File: config.mk
export PLATFORM = sky130hd
export DESIGN_NAME = div_sched
export DESIGN_NICKNAME = d
export VERILOG_FILES = /design/src/rtl/div_sched.sv
export SDC_FILE = /design/constraint.sdc
export NUM_CORES = 1
export LEC_CHECK = 0
export CORE_MARGIN = 2
export CORE_UTILIZATION = 40
export CTS_BUF_LIST = sky130_fd_sc_hd__clkbuf_8
export CTS_CLUSTER_DIAMETER = 50
export CTS_CLUSTER_SIZE = 24
export DETAILED_ROUTE_END_ITERATION = 8
export GPL_TIMING_DRIVEN = 1
export PLACE_DENSITY_LB_ADDON = 0.3
export SLEW_MARGIN = 20
export SYNTH_ARGS = -nofsm -noshare
export SYNTH_HDL_FRONTEND = slang
export SYNTH_SLANG_ARGS = --single-unit
File: constraint.sdc
create_clock -name clk -period 2.6 [get_ports clk]
set_input_delay 0.52 -clock clk [delete_from_list [all_inputs] [get_ports clk]]
set_output_delay 0.52 -clock clk [all_outputs]
set_load 0.01 [all_outputs]
File: src/rtl/div_sched.sv
// Two-requester scheduler around one restoring shift-subtract divider.
// Define DIV_SCHED_RR_EN for round-robin arbitration; the default is fixed priority with requester 0 first.
module div_sched #(
  parameter int WIDTH = 16
) (
  input  logic             clk,
  input  logic             rst,
  input  logic             req0_valid,
  output logic             req0_ready,
  input  logic [WIDTH-1:0] req0_dividend,
  input  logic [WIDTH-1:0] req0_divisor,
  input  logic             req1_valid,
  output logic             req1_ready,
  input  logic [WIDTH-1:0] req1_dividend,
  input  logic [WIDTH-1:0] req1_divisor,
  output logic             rsp_valid,
  input  logic             rsp_ready,
  output logic             rsp_id,
  output logic [WIDTH-1:0] rsp_quotient,
  output logic [WIDTH-1:0] rsp_remainder,
  output logic             rsp_div_by_zero,
  output logic             busy
);

  localparam logic [1:0] IDLE = 2'd0;
  localparam logic [1:0] CALC = 2'd1;
  localparam logic [1:0] DONE = 2'd2;
  localparam int CW = $clog2(WIDTH) + 1;

  logic [1:0]       state;
  logic [CW-1:0]    iter;
  logic [WIDTH-1:0] quo;
  logic [WIDTH-1:0] dsr;
  logic [WIDTH-1:0] rem;
  logic [WIDTH:0]   trial;
  logic [WIDTH:0]   diff;
  logic             fits;
  logic [WIDTH-1:0] rem_next;
  logic [WIDTH-1:0] quo_next;
  logic             grant1;
  logic             accept;
  logic [WIDTH-1:0] sel_dividend;
  logic [WIDTH-1:0] sel_divisor;

`ifdef DIV_SCHED_RR_EN
  logic last;

  // On contention the requester that was not served last wins.
  always_comb grant1 = req1_valid && (!req0_valid || !last);

  always_ff @(posedge clk or posedge rst) begin
    if (rst) begin
      last <= 1'b1;
    end else if (accept) begin
      last <= grant1;
    end
  end
`else
  always_comb grant1 = req1_valid && !req0_valid;
`endif

  assign accept       = (state == IDLE) && (req0_valid || req1_valid);
  assign req0_ready   = (state == IDLE) && req0_valid && !grant1;
  assign req1_ready   = (state == IDLE) && grant1;
  assign sel_dividend = grant1 ? req1_dividend : req0_dividend;
  assign sel_divisor  = grant1 ? req1_divisor  : req0_divisor;

  // The dividend shifts out of quo MSB first while quotient bits shift in.
  // Because rem < dsr always holds, the top bit of diff is exactly the borrow.
  assign trial    = {rem, quo[WIDTH-1]};
  assign diff     = trial - {1'b0, dsr};
  assign fits     = !diff[WIDTH];
  assign rem_next = fits ? diff[WIDTH-1:0] : trial[WIDTH-1:0];
  assign quo_next = {quo[WIDTH-2:0], fits};

  always_ff @(posedge clk or posedge rst) begin
    if (rst) begin
      state           <= IDLE;
      iter            <= '0;
      quo             <= '0;
      dsr             <= '0;
      rem             <= '0;
      rsp_id          <= 1'b0;
      rsp_quotient    <= '0;
      rsp_remainder   <= '0;
      rsp_div_by_zero <= 1'b0;
    end else begin
      case (state)
        IDLE: begin
          if (accept) begin
            quo    <= sel_dividend;
            dsr    <= sel_divisor;
            rem    <= '0;
            iter   <= '0;
            rsp_id <= grant1;
            if (sel_divisor == '0) begin
              state           <= DONE;
              rsp_quotient    <= '0;
              rsp_remainder   <= '0;
              rsp_div_by_zero <= 1'b1;
            end else begin
              state           <= CALC;
              rsp_div_by_zero <= 1'b0;
            end
          end
        end
        CALC: begin
          quo  <= quo_next;
          rem  <= rem_next;
          iter <= iter + 1'b1;
          if (iter == CW'(WIDTH - 1)) begin
            state         <= DONE;
            rsp_quotient  <= quo_next;
            rsp_remainder <= rem_next;
          end
        end
        DONE: begin
          if (rsp_ready) begin
            state <= IDLE;
          end
        end
        default: state <= IDLE;
      endcase
    end
  end

  assign rsp_valid = (state == DONE);
  assign busy      = (state != IDLE);

endmodule

==> results.toml <==
[layout]
syn_to_final_growth_pct = 39.46
drive_gt1_frac = 0.1600
layout_common_cells = "nand2_1 (105), clkdlybuf4s50_1 (103), dfrtp_1 (88)"
final_common_cell = "nand2_1"
diodes = 0
nets = 808

[global_route]
grt_pass1_vias = 4689
use_met3 = 0.03374
grt_util_met1 = 0.2932
track_usage = 0.2134
grt_overflow = 0
top_usage_layer = "met2"
met2_usage = 0.3459
antenna_found_initial = 0
grt_max_degree = 90
grt_pass1_wl_um = 22380

[floorplanning]
rows = 40
die_h_um = 115.0
fp.dieW_um = 115.0
top_level_ports = 107
start_util = 0.4100
coreArea_um2 = 12010
dieArea_um2 = 13220

[clock_network]
clkLatencyLatePin_ns = 0.35
cts_inserted_buffers = 9
cts_root_buf = "clkbuf_8"
clk_path_buf_depth = 2
clkTransAtPathRegs_ns = 0.08
cts_sinks = 89
cts.htree.levels = 3
cts_tree = "done"

[logic_synthesis]
synth_cell_types = 48
synth.largest_area_cell = "dfrtp_1"
synth_top_area_share = 0.4522
synth_area_per_cell_um2 = 8.418
synth_fp_nets = 673
synth_edf_count = 0
synthArstFlopShare = 1.000
dominantRegCellSynth = "dfrtp_1"
synth-seq-area-share = 0.4522
synth-seq-cells = 89
synthCells = 585
ys_warn_count = 0
ys_top_cells_by_area = "dfrtp_1 (45%), nand2_1 (8.1%), a21oi_1 (5.8%)"
syn_area_um2 = 4925

[critical_path]
critical_path_arrival_ns = 3.00
cp.required_ns = 2.87
end_kind = "flop"
crit_type = "flop to flop"
worstPathMaxFanout = 5
startpoint_type = "flop"

[placement]
portBuffers = 106
place_ws_ns = -0.1648
hpwl_um = 9822
gp_congestion = 0.8797

[sta]
fmax_mhz = 366.2
slew_violations = 0
fin_crit_ns = 2.731
fin_skew_ns = 0.005764
tightestPinTransition_ns = 0.7720
period_share = 1.050
relSlewSlack = 0.4842
post-route-worst-setup-slack_ns = -0.1311
grt_setup_unrepaired = "yes"
finalHoldViolCount = 0
setup_viol = 14

[status]
violations = "setup timing"
status = "finished, violations left"

[routing]
vias = 4661
avgRoutedWirePerCell_um = 15.61
routed_wirelength_um = 13610
vias_per_cell = 5.345
drc = 0
drt.antenna.violating_nets = 0
dr.pass1.iters = 4
drt-initial-drc-count = 265

[power]
totalPowerFinal_mw = 9.596
power.density_nw_per_um2 = 1397
p_leak_nw = 3.048
vdd_drop_max_uv = 649.9

[hold_path]
min_path_type = "flop to flop"

[job]
cap_violations = 0
-- per-stage QoR --
step	instances	util	hold WS [ns]	TNS [ns]	area [um2]
finish	872	0.5718	0.4836	-0.6486	6868
global route	872	0.5718	0.5125	-5.003	6868
CTS	869	0.5600	0.4880	-0.6241	6726
detailed placement	848	0.5368	0.4696	-2.560	6447
global placement	848	0.5368	0.4649	-1.072	6447
floorplan	585	-	0.4494	-0.007021	4940
-- cells by family after synthesis --
kind of cell,count (synthesis),synth area share
buffers and inverters,64,0.04980
AND/OR/NAND/NOR,221,0.1972
AO/OA/AOI/OAI,170,0.2088
adder cells (fa/ha/maj),19,0.04980
flip-flops,89,0.4522
XOR/XNOR,13,0.02312
multiplexers,9,0.01905
-- final timing paths --
path                                                  start                           end  slack [ns]  cells past startpoint
worst max-delay path                    quo[15]$_DFFE_PP0P_  rsp_remainder[3]$_DFFE_PP0P_       -0.13                     13
worst min-delay path            rsp_quotient[9]$_DFFE_PP0P_   rsp_quotient[9]$_DFFE_PP0P_        0.48                      2
worst max register to register          quo[15]$_DFFE_PP0P_  rsp_remainder[3]$_DFFE_PP0P_       -0.13                     13
worst min register to register  rsp_quotient[9]$_DFFE_PP0P_   rsp_quotient[9]$_DFFE_PP0P_        0.48                      2
max in group asynchronous                               rst  rsp_quotient[12]$_DFFE_PP0P_        1.58                      3
min in group asynchronous                               rst   rsp_quotient[4]$_DFFE_PP0P_        0.62                      3
-- registers in the layout (all words and copies together) (netlist names) --
name             flops
dsr                 16
iter                 5
rsp_quotient        16
quo                 16
rsp_remainder       16
rem                 16
rsp_id               1
rsp_div_by_zero      1
state                2
-- worst max-delay path, cell delays in order, from the launching register on --
cell      delay (ns)
dfrtp_1         0.40
inv_2           0.08
ha_4            0.14
inv_2           0.04
fa_2            0.36
a211oi_2        0.22
o21ai_2         0.10
o211ai_2        0.17
o211ai_2        0.13
xnor2_2         0.18
buf_4           0.16
buf_6           0.13
o31a_1          0.30
o31ai_2         0.24
-- power by group --
group / internal, mW / switching (mW) / leakage (nW)
registers: 2.05 / 0.467 / 1.06
logic: 2.98 / 3.24 / 1.89
clock network: 0.389 / 0.475 / 0.0991
total: 5.42 / 4.18 / 3.05
-- synthesized netlist by cell type (8+ instances only) --
library cell  count
a211oi_1          8
a21oi_1          57
a31oi_1          17
clkbuf_1         31
dfrtp_1          89
ha_1             18
inv_1            27
nand2_1         106
nand3b_1         15
nor2_1           65
nor4_1            8
o21ai_0          47
xnor2_1          10
-- final cells by class --
class / instances / area, um2
fill: 1084 / 5144
multi-input combinational: 432 / 2649
sequential: 89 / 2228
timing repair buffer: 161 / 1526
tap: 147 / 183.9
clock buffer: 11 / 151.4
inverter: 27 / 105.1
clock inverter: 5 / 23.77
-- metal layers --
| metal | wire (um) | share of wire |
|---|---|---|
| met3 | 614 | 0.045 |
| met1 | 6232 | 0.46 |
| met5 | 0 | 0 |
| met4 | 246 | 0.018 |
| met2 | 6517 | 0.48 |
-- timing repair --
item	CTS	global route
hold endpoints to repair	0	0
buffers inserted	5	4
hold buffers	0	0
gates resized for setup	23	41
gates cloned	1	0
setup endpoints to repair	32	32
pin swaps	5	13
Power figures use the tool's default switching activity.
